===== config.mk =====
export PLATFORM = sky130hd
export DESIGN_NAME = mem_stage
export DESIGN_NICKNAME = d
export VERILOG_FILES = /design/src/rtl/mem_stage_pkg.sv /design/src/rtl/mem_stage_sram.sv /design/src/rtl/mem_stage.sv
export SDC_FILE = /design/constraint.sdc
export NUM_CORES = 1
export LEC_CHECK = 0
export CORE_ASPECT_RATIO = 0.9
export CORE_MARGIN = 1.5
export CORE_UTILIZATION = 46
export DETAILED_ROUTE_END_ITERATION = 10
export PLACE_DENSITY = 0.85
export SYNTH_ARGS = -nofsm -noshare
export SYNTH_HDL_FRONTEND = slang
export SYNTH_SLANG_ARGS = --single-unit
export TNS_END_PERCENT = 100

===== constraint.sdc =====
create_clock -name clk -period 2.87 [get_ports clk]
set_input_delay 0.861 -clock clk [delete_from_list [all_inputs] [get_ports clk]]
set_output_delay 0.861 -clock clk [all_outputs]
set_load 0.03 [all_outputs]

===== src/rtl/mem_stage_pkg.sv =====
// mem_stage_pkg: shared bus widths and memory-op codes for the MEM stage of
// the 16-bit THCO MIPS pipeline.
//   reg_bus_t       16-bit datapath word (RegBus)
//   reg_addr_bus_t  4-bit register index (RegAddrBus)
//   mem_op_bus_t    2-bit memory-op code carried from EX (MemOpBus)
//   ram_addr_bus_t  default-width external SRAM address (RamAddrBus)
package mem_stage_pkg;

  typedef logic [15:0] reg_bus_t;
  typedef logic [3:0]  reg_addr_bus_t;
  typedef logic [1:0]  mem_op_bus_t;

  localparam reg_bus_t ZERO_WORD = 16'h0000;

  localparam mem_op_bus_t MEM_NONE  = 2'b00;
  localparam mem_op_bus_t MEM_LOAD  = 2'b01;
  localparam mem_op_bus_t MEM_STORE = 2'b10;

  localparam int RAM_ADDR_W_DEF = 18;
  typedef logic [RAM_ADDR_W_DEF-1:0] ram_addr_bus_t;

  // Counter wide enough for the largest legal WAIT_CYCLES (15).
  localparam int CNT_W = 4;

  // The reserved code 2'b11 is deliberately not a memory op.
  function automatic logic is_mem_op(input mem_op_bus_t op);
    return (op == MEM_LOAD) || (op == MEM_STORE);
  endfunction

endpackage


===== src/rtl/mem_stage_sram.sv =====
// sram_ctrl: multi-cycle load/store sequencer for the external async SRAM.
//   clk, rst        clock, synchronous active-low reset
//   start           begin a transaction (only honoured in IDLE)
//   op              memory-op code latched at start
//   addr, wdata     address and store data latched at start
//   idle            FSM is in IDLE (new transaction may start)
//   busy            FSM is in ACCESS (bus cycles in progress)
//   done            last ACCESS cycle; the closing edge ends the access
//   rdata           SRAM read data, valid while done is high on a load
//   ram_*           SRAM pins (address, write data, read data, CE/OE/WE active low)
// WAIT_CYCLES must lie in 2..15.
module sram_ctrl
  import mem_stage_pkg::*;
#(
  parameter int WAIT_CYCLES = 2,
  parameter int RAM_ADDR_W  = 18
) (
  input  logic                  clk,
  input  logic                  rst,
  input  logic                  start,
  input  mem_op_bus_t           op,
  input  reg_bus_t              addr,
  input  reg_bus_t              wdata,
  output logic                  idle,
  output logic                  busy,
  output logic                  done,
  output reg_bus_t              rdata,
  output logic [RAM_ADDR_W-1:0] ram_addr,
  output reg_bus_t              ram_wdata,
  input  reg_bus_t              ram_rdata,
  output logic                  ram_ce_n,
  output logic                  ram_oe_n,
  output logic                  ram_we_n
);

  typedef enum logic [1:0] {S_IDLE, S_ACCESS, S_DONE} state_t;

  state_t           state_q, state_d;
  logic [CNT_W-1:0] cnt_q, cnt_d;
  logic             store_p1;
  reg_bus_t         addr_p1;
  reg_bus_t         wdata_p1;

  // Stage p1: transaction fields captured when the access is accepted
  always_ff @(posedge clk) begin
    if (!rst) begin
      state_q  <= S_IDLE;
      cnt_q    <= '0;
      store_p1 <= 1'b0;
      addr_p1  <= ZERO_WORD;
      wdata_p1 <= ZERO_WORD;
    end else begin
      state_q <= state_d;
      cnt_q   <= cnt_d;
      if (start && (state_q == S_IDLE)) begin
        store_p1 <= (op == MEM_STORE);
        addr_p1  <= addr;
        wdata_p1 <= wdata;
      end
    end
  end

  always_comb begin
    state_d  = state_q;
    cnt_d    = cnt_q;
    idle     = 1'b0;
    busy     = 1'b0;
    done     = 1'b0;
    ram_ce_n = 1'b1;
    ram_oe_n = 1'b1;
    ram_we_n = 1'b1;
    case (state_q)
      S_IDLE: begin
        idle = 1'b1;
        if (start) begin
          state_d = S_ACCESS;
          cnt_d   = CNT_W'(WAIT_CYCLES - 1);
        end
      end
      S_ACCESS: begin
        busy     = 1'b1;
        ram_ce_n = 1'b0;
        ram_oe_n = store_p1;
        // WE releases one cycle early so data is held past the write strobe.
        ram_we_n = !(store_p1 && (cnt_q != '0));
        if (cnt_q == '0) begin
          done    = 1'b1;
          state_d = S_DONE;
        end else begin
          cnt_d = cnt_q - CNT_W'(1);
        end
      end
      S_DONE: begin
        state_d = S_IDLE;
      end
      default: begin
        state_d = S_IDLE;
      end
    endcase
  end

  assign rdata     = ram_rdata;
  assign ram_addr  = RAM_ADDR_W'(addr_p1);
  assign ram_wdata = wdata_p1;

endmodule


===== src/rtl/mem_stage.sv =====
// mem_stage: MEM stage of the 16-bit THCO MIPS pipeline. Holds the MEM/WB
// latch and drives loads/stores onto the external SRAM via sram_ctrl,
// stalling upstream while a transaction is in flight.
//   clk, rst                     clock, synchronous active-low reset
//   wData_i/wReg_i/wRegAddr_i    EX result (address for memory ops), write enable, dest reg
//   memOp_i, memData_i           memory-op code and store data
//   wData_o/wReg_o/wRegAddr_o    MEM/WB latch towards writeback
//   stallReq_o                   combinational upstream freeze
//   ramAddr_o, ramWData_o, ramRData_i, ramCe_n_o, ramOe_n_o, ramWe_n_o  SRAM bus
module mem_stage
  import mem_stage_pkg::*;
#(
  parameter int WAIT_CYCLES = 2,
  parameter int RAM_ADDR_W  = 18
) (
  input  logic                  clk,
  input  logic                  rst,
  input  reg_bus_t              wData_i,
  input  logic                  wReg_i,
  input  reg_addr_bus_t         wRegAddr_i,
  input  mem_op_bus_t           memOp_i,
  input  reg_bus_t              memData_i,
  output reg_bus_t              wData_o,
  output logic                  wReg_o,
  output reg_addr_bus_t         wRegAddr_o,
  output logic                  stallReq_o,
  output logic [RAM_ADDR_W-1:0] ramAddr_o,
  output reg_bus_t              ramWData_o,
  input  reg_bus_t              ramRData_i,
  output logic                  ramCe_n_o,
  output logic                  ramOe_n_o,
  output logic                  ramWe_n_o
);

  logic          ctrl_idle;
  logic          ctrl_busy;
  logic          ctrl_done;
  reg_bus_t      ctrl_rdata;
  logic          start;
  logic          wreg_p1;
  reg_addr_bus_t wregaddr_p1;
  logic          load_p1;

  // A memory op seen in IDLE starts the access; anything arriving while the
  // controller is in DONE is the same instruction still sitting upstream.
  assign start      = ctrl_idle && is_mem_op(memOp_i);
  assign stallReq_o = start || ctrl_busy;

  sram_ctrl #(
    .WAIT_CYCLES(WAIT_CYCLES),
    .RAM_ADDR_W (RAM_ADDR_W)
  ) u_sram_ctrl (
    .clk      (clk),
    .rst      (rst),
    .start    (start),
    .op       (memOp_i),
    .addr     (wData_i),
    .wdata    (memData_i),
    .idle     (ctrl_idle),
    .busy     (ctrl_busy),
    .done     (ctrl_done),
    .rdata    (ctrl_rdata),
    .ram_addr (ramAddr_o),
    .ram_wdata(ramWData_o),
    .ram_rdata(ramRData_i),
    .ram_ce_n (ramCe_n_o),
    .ram_oe_n (ramOe_n_o),
    .ram_we_n (ramWe_n_o)
  );

  // Stage p1: MEM/WB latch plus the writeback fields parked during an access
  always_ff @(posedge clk) begin
    if (!rst) begin
      wData_o     <= ZERO_WORD;
      wReg_o      <= 1'b0;
      wRegAddr_o  <= '0;
      wreg_p1     <= 1'b0;
      wregaddr_p1 <= '0;
      load_p1     <= 1'b0;
    end else if (start) begin
      wreg_p1     <= wReg_i;
      wregaddr_p1 <= wRegAddr_i;
      load_p1     <= (memOp_i == MEM_LOAD);
      wReg_o      <= 1'b0;
    end else if (ctrl_idle) begin
      wData_o    <= wData_i;
      wReg_o     <= wReg_i;
      wRegAddr_o <= wRegAddr_i;
    end else if (ctrl_done) begin
      if (load_p1) begin
        wData_o    <= ctrl_rdata;
        wReg_o     <= wreg_p1;
        wRegAddr_o <= wregaddr_p1;
      end else begin
        wReg_o <= 1'b0;
      end
    end else if (!ctrl_busy) begin
      // DONE cycle: the result has been shown once; drop back to a bubble.
      wReg_o <= 1'b0;
    end
  end

endmodule


# --- Yosys cells after proc, flatten, opt, wreduce, memory -nomap -nowiden ---
# Index checks and enable logic that the tools add are counted.
classes:
  addsub: 1
  eq_ne: 7
  muxes: 23
  bitwise_logic: 2
  reduce_logical: 16
op_table:
  columns: ["operator", "n"]
  rows:
  - ["$mux 16", 3]
  - ["$mux 4", 5]
  - ["$mux 1", 11]
  - ["$pmux 4 s2", 1]
  - ["$reduce_and 3->1", 2]
  - ["$reduce_bool 2->1", 3]
  - ["$eq 2x1->1 const B", 2]
  - ["$logic_not 4->1", 1]
  - ["$mux 2", 2]
  - ["$ne 2x2->1 const B", 2]
  - ["$pmux 2 s2", 1]
  - ["$reduce_bool 4->1", 1]
  - ["$sub 4x1->4 const B", 1]
  - ["$logic_and 1x1->1", 3]
  - ["$ne 3x2->1 const B", 1]
  - ["$eq 2x2->1 const B", 1]
  - ["$logic_not 2->1", 1]
  - ["$logic_or 1x1->1", 2]
  - ["$ne 2x1->1 const B", 1]
  - ["$not 1->1", 2]
  - ["$reduce_and 2->1", 1]
  - ["$reduce_or 2->1", 1]
  - ["$logic_not 1->1", 1]
totals:
  reg_bits: 66
  inputBits: 57
  out_inout_bits: 59
  word_cells: 60

# --- Logic depth before layout (Yosys ltp) ---
# Gate-level depths: netlist of run 1.
depth:
  ltp_word: 5
  ltp_mapped: 7
  mapped_depth_nobuf: 5

# --- Hierarchy ---
# A second synthesis of run 1 with hierarchy kept.
hier_totals:
  cells_unflattened: 326
  area_unflattened_um2: 2982.9
by_module_without_submodules:
  columns: ["module", "n_inst", "cells_per_inst", "area_per_inst_um2"]
  rows:
  - ["sram_ctrl", 1, 201, 1689.1]
  - ["mem_stage", 1, 125, 1293.7]

# --- Worst setup path after synthesis of run 1 ---
# OpenSTA, ideal clock, no wires.
synth_timing:
  kind: "in2out"
  startpoint: "input port memOp_i[0]"
  endpoint: "output port stallReq_o"
  arrival_ns: 1.762
  setup_slack_ns: 0.247
  stages: 4
  n_path_buf: 0
  cell_sequence: "inv_1 > ha_1 > nor2b_1 > nor2_1"
synth_via:
  elab_chain_len: 4
  elab_cells_between_ends: 5
  classes_between: "eq/ne: 2; reduce/logical: 3"
synth_rtl:
  columns: ["element", "line", "text"]
  rows:
  - ["start, declared", "mem_stage.sv:21", "input mem_op_bus_t memOp_i,"]
  - ["$eq 2x1->1 or $eq 2x2->1 (tied branches)", "mem_stage_pkg.sv:27", "return (op == MEM_LOAD) || (op == MEM_STORE);"]
  - ["$logic_or 1x1->1 (*)", "mem_stage_pkg.sv:27", null]
  - ["$logic_and 1x1->1 (*)", "mem_stage.sv:46", "assign start = ctrl_idle && is_mem_op(memOp_i);"]
  - ["$logic_or 1x1->1 (*)", "mem_stage.sv:47", "assign stallReq_o = start || ctrl_busy;"]
  - ["end, declared", "mem_stage.sv:26", "output logic stallReq_o,"]
# Every way passes the cells marked *; elsewhere a longest branch is shown, timed or not.

# --- Worst setup path after layout of run 1 ---
layout_timing:
  startpoint: "input port memOp_i[1]"
  endpoint: "output port stallReq_o"
# The elaborated chain is that of the path after synthesis.

==> impl_metrics.ini, run 1 <==
[clocking]
cts_tree = done
cts_buffers = 9
hold_buffers = 0
cts.sinks = 66
cts_htree_levels = 3
clockBufferDepth = 2
clk-insertion-delay-late_ns = 0.35
cts_root_buf = clkbuf_8
clk_pin_slew_ns = 0.07

[setup_path]
cpMaxStageDelayCell = dlygate4sd2_1
cp_top_family = buffers and inverters
worstSetupPathType = primary input to primary output
worst-path-buf-inv = 2
path_max_fanout = 2
end_kind = primary output
slowest_delay_ns = 0.27
critPathRequiredTime_ns = 2.01
crit_chain = dlygate4sd2_1 > ha_4 > nor2b_4 > nor2_1 > buf_4
arrival_ns = 1.80
critical_path.startpoint_type = primary input

[timing]
final.period_utilization_pct = 92.7
fin_setup_tns_ns = 0
final-hold-violation-count = 0
fin_skew_ns = 0.00891
setup_viol = 0
tightest_slew_ns = 0.637
slew_viol_final = 0
clock.fmax_ghz = 0.376
period_minus_slack_ns = 2.66
slew_headroom_pct = 56.5
rsz0062_at_grt = false

[yosys]
muxShareOfSynthArea_pct = 7.47
syn-mean-instance-area_um2 = 8.30
ys_warn_count = 0
synth-xor-area-share_pct = 0
synth_top_family_by_area = simple AND/OR/NAND/NOR gates
synthCells = 339
synth.cell_area_mm2 = 0.00281
synth_compound_area_share_pct = 15.3
synth_adder_area_share_pct = 1.78
synth_ff_type = dfxtp_1
synthSimpleGateAreaFrac_pct = 22.5
yosysSeqAreaShare_pct = 47.0
synth.distinct_cells = 34
synth_edf_count = 0
ys_ff_latch = 66
async_flop_share_pct = 0

[finish]
multi_input_area_mm2 = 0.00136
final_cells = 524
layout-drive-gt1-share_pct = 8.81
fillerInstances = 469
fin_nets = 510
seqCellArea_mm2 = 0.00132
areaGrowthSynthToFinish_pct = 49.6
n_antenna_cell = 0
utilization_pct = 72.7
final_common_cell = clkdlybuf4s50_1
layout_common_cells = clkdlybuf4s50_1 (109), nand2_1 (99), dfxtp_1 (66), a21oi_1 (41), or3_1 (24)

[routing]
vias = 2720
wl_um = 7710
dr.pass1.iters = 7
drtIter0Drc = 84
avgViaCountPerCell = 5.19
antenna_left = 0
drc = 6
wl_per_cell_um = 14.7

[grt]
antenna_found_initial = 0
grt_pass1_vias = 2594
grt_max_degree = 44
grt_pass1_wl_um = 12400
grt_usage_pct = 23.7
grt_overflow = 0

[floorplanning]
die-area_mm2 = 0.00660
rows = 26
start_util_pct = 48.6
die_h_um = 77.2
io_pins = 116
die_w_um = 85.4
core_mm2 = 0.00579

[placed_design]
portBuffers = 113
dp_hpwl_um = 5310
gp_congestion = 0.842
placed_cells = 507

[power]
power_leakage_uw = 0.00162
power_density_mw_per_mm2 = 659
ir_drop_uv = 433

[run]
drv_cap = 0

[status]
status = finished, violations left
violations = design-rule violations

[worst_hold_path]
min_path_type = flop to flop
## registers in the layout, indices dropped and copies added, names as in the netlist, 2 cells and up
| name | cells |
|---|---|
| u_sram_ctrl.addr_p1 | 16 |
| u_sram_ctrl.ram_wdata | 16 |
| wData_o | 16 |
| u_sram_ctrl.cnt_q | 4 |
| wRegAddr_o | 4 |
| wregaddr_p1 | 4 |
| u_sram_ctrl.state_q | 2 |
## synth_stat cells (2+ instances only)
cell type	instances	share of area, %
a211oi_1	2	0.53
a21oi_1	41	7.3
buf_2	3	0.53
buf_4	4	1.1
clkbuf_1	22	2.9
dfxtp_1	66	47
ha_1	4	1.8
inv_1	5	0.67
mux2i_1	21	7.5
nand2_1	99	13
nand3_1	3	0.53
nor2_1	4	0.53
o211ai_1	21	5.6
or3_1	24	5.3
## logic make-up after synthesis
group	count (synthesis)
adder cells (fa/ha/maj)	4
multiplexers	21
other	1
flip-flops	66
buffers and inverters	37
AO/OA/AOI/OAI	71
AND/OR/NAND/NOR	139
## power breakdown
part	switching [uW]	leakage, uW	internal, uW	total [uW]
clock network	361	0.0000882	336	696
logic	552	0.000985	428	979
registers	65.1	0.000542	1030	1100
total	977	0.00162	1800	2770
## final timing paths
kind	startpoint	end	slack [ns]	cells after the start
hold / removal	u_sram_ctrl.addr_p1[8]$_SDFFE_PN0P_	u_sram_ctrl.addr_p1[8]$_SDFFE_PN0P_	0.45	2
setup / recovery	memOp_i[1]	stallReq_o	0.21	5
hold reg to reg	u_sram_ctrl.addr_p1[8]$_SDFFE_PN0P_	u_sram_ctrl.addr_p1[8]$_SDFFE_PN0P_	0.45	2
setup reg to reg	u_sram_ctrl.cnt_q[0]$_SDFFE_PN0P_	u_sram_ctrl.cnt_q[2]$_SDFFE_PN0P_	0.96	6
## final cells by class
cell class / instances / area share [%]
inverter: 7 / 0.624
timing repair buffer: 128 / 29.4
clock buffer: 10 / 3.27
sequential: 66 / 31.4
tap: 70 / 2.08
multi-input combinational: 237 / 32.2
clock inverter: 6 / 1.01
## worst reg2reg max path, cell delays in order, from the launching register on
cell and delay, ns:
dfxtp_1 0.36, inv_1 0.08, ha_1 0.21, nor3b_2 0.16, buf_4 0.17, a2111oi_0 0.62
mux2i_1 0.25
## timing repair
item / 4_1_cts / 5_1_grt
buffers inserted: 1 / 0
endpoints found under the hold margin: 0 / 0
gates resized for setup: 7 / 0
endpoints found under the setup margin: 2 / 0
## per-layer routing
metal / routed length [um] / global-route usage [%] / share of wire (%)
met1: 3300 / 29.4 / 43
met2: 3720 / 38.4 / 48
met3: 619 / 9.15 / 8.0
met4: 75 / 5.97 / 0.97
met5: 0 / 0 / 0
## stage by stage
stage | hold WS (ns) | setup slack (ns) | total power (uW) | cell area (um^2)
after global routing | 0.478 | 0.133 | 2910 | 4210
after CTS | 0.458 | 0.209 | 2790 | 4210
after detailed placement | 0.447 | -0.136 | 2090 | 4010
after floorplan | 0.432 | 0.247 | 1690 | 2820
after global placement | 0.441 | -0.129 | 2070 | 4010
final | 0.453 | 0.209 | 2770 | 4210
Note: power is estimated with default switching activity, not from simulation.
==> run 2, diff against run 1 <==
- PLACE_DENSITY: 0.85 -> 0.93
==> impl_metrics.ini, run 2 (synthesis results as in run 1) <==
[finish]
fillerInstances = 450
seqCellArea_mm2 = 0.00132
n_antenna_cell = 0
fin_nets = 513
areaGrowthSynthToFinish_pct = 50.4
layout-drive-gt1-share_pct = 8.32
design_area_mm2 = 0.00423
layout_common_cells = clkdlybuf4s50_1 (109), nand2_1 (99), dfxtp_1 (66), a21oi_1 (41), or3_1 (24)
final_common_cell = clkdlybuf4s50_1
multi_input_area_mm2 = 0.00134

[setup_path]
worst-path-buf-inv = 3
critPathRequiredTime_ns = 2.01
end_kind = primary output
arrival_ns = 1.90
critical_path.startpoint_type = primary input
path_max_fanout = 3
timing.rr.start = u_sram_ctrl.cnt_q[0]$_SDFFE_PN0P_
ff2ff_path_depth = 6
slowest_delay_ns = 0.30
cp_top_family = buffers and inverters
worstSetupPathType = primary input to primary output
cpMaxStageDelayCell = ha_1
r2r_slack_ns = 1.02
timing.rr.end = u_sram_ctrl.cnt_q[2]$_SDFFE_PN0P_
crit_chain = dlygate4sd2_1 > inv_1 > ha_1 > nor2b_2 > nor2_1 > buf_4

[status]
status = finished, violations left
violations = design-rule violations

[clocking]
cts.sinks = 66
postCtsSetupBuffers = 0
clk_pin_slew_ns = 0.07
cts_resized = 4
clockBufferDepth = 2
cts_root_buf = clkbuf_8
cts_tree = done
cts_buffers = 9
clk-insertion-delay-late_ns = 0.33
cts_htree_levels = 3
hold_buffers = 0

[routing]
vias = 2740
wl_um = 7830
drc = 6
drtIter0Drc = 132
avgViaCountPerCell = 5.20
dr.pass1.iters = 7
wl_per_cell_um = 14.8
antenna_left = 0

[power]
ir_drop_uv = 569
power_density_mw_per_mm2 = 676
power_leakage_uw = 0.00164

[floorplanning]
start_util_pct = 48.6
die-area_mm2 = 0.00660
io_pins = 116
rows = 26
die_w_um = 85.4
core_mm2 = 0.00579
die_h_um = 77.2

[timing]
clock.fmax_ghz = 0.363
setup_viol = 0
fin_skew_ns = 0.00833
fin_setup_tns_ns = 0
tightest_slew_ns = 0.538
holdWs_ns = 0.456
final.period_utilization_pct = 96.1
rsz0062_at_grt = false
slew_viol_final = 0
final-hold-violation-count = 0
period_minus_slack_ns = 2.76
slew_headroom_pct = 63.2

[worst_hold_path]
min-delay-start = u_sram_ctrl.ram_wdata[11]$_SDFFE_PN0P_
holdPathStages = 2
min_path_type = flop to flop
holdPathEnd = u_sram_ctrl.ram_wdata[11]$_SDFFE_PN0P_

[grt]
grt_usage_pct = 24.6
antenna_found_initial = 0
grt_overflow = 0
grt_pass1_wl_um = 12900
grt_pass1_vias = 2709
grt_max_degree = 29

[placed_design]
portBuffers = 113
dp_hpwl_um = 5440
gp_congestion = 0.783
dpl_cell_area_mm2 = 0.00404

[run]
drv_cap = 0
[run 2: changes by cell type in the layout (fill, tap and decap cells not counted)]
cell / before / now
nor2b_2: 0 / 1
clkinvlp_4: 2 / 0
buf_4: 16 / 19
clkinv_4: 2 / 0
inv_1: 4 / 5
bufinv_16: 0 / 1
inv_2: 2 / 1
ha_1: 3 / 4
clkinv_2: 2 / 1
clkbuf_1: 0 / 3
clkbuf_8: 10 / 11
nor2b_4: 2 / 1
ha_4: 1 / 0
[run 2: final cells by class]
| type | count | area share [%] |
|---|---|---|
| clock buffers | 14 | 3.84 |
| flip-flops and latches | 66 | 31.2 |
| clock inverters | 2 | 0.828 |
| repair buffers | 131 | 29.8 |
| inverters | 7 | 0.621 |
| well taps | 70 | 2.07 |
| multi-input cells | 237 | 31.7 |
[run 2: metrics by stage]
step / total power [uW] / worst slack, ns / instances / utilization, %
finish: 2860 / 0.111 / 527 / 73.1
floorplan: 1690 / 0.247 / 340 / -
CTS: 2890 / 0.118 / 527 / 73.1
global route: 3010 / 0.0775 / 527 / 73.1
global placement: 2070 / -0.118 / 511 / 69.7
detailed placement: 2100 / -0.138 / 511 / 69.7
[run 2: worst min-delay path, delay by kind of cell (launching register included)]
kind / cells / cell delay [ns]
AO/OA/AOI/OAI: 1 / 0.05
AND/OR/NAND/NOR: 1 / 0.05
flip-flops: 1 / 0.31
[run 2: worst max-delay path by stage]
stage / from / endpoint / slack (ns) / depth (start not counted)
global placement: memOp_i[0] / stallReq_o / -0.12 / 6
global route: memOp_i[0] / stallReq_o / 0.08 / 6
detailed placement: memOp_i[0] / stallReq_o / -0.14 / 6
CTS: memOp_i[0] / stallReq_o / 0.12 / 6
finish: memOp_i[0] / stallReq_o / 0.11 / 6
floorplan: memOp_i[0] / stallReq_o / 0.25 / 4
[run 2: per-layer routing]
layer	vias to the layer above	share of wire [%]	global-route usage, %
li1	1379	-	-
met5	-	0	0
met3	4	5.6	7.00
met2	87	50	40.7
met1	1270	44	29.8
met4	0	0.54	10.0
[run 2: power by group]
part | leakage, uW | internal [uW] | switching [uW] | total [uW]
combinational | 0.000996 | 430 | 556 | 986
sequential | 0.000542 | 1030 | 63.3 | 1100
clock | 0.000101 | 449 | 329 | 778
total | 0.00164 | 1910 | 949 | 2860
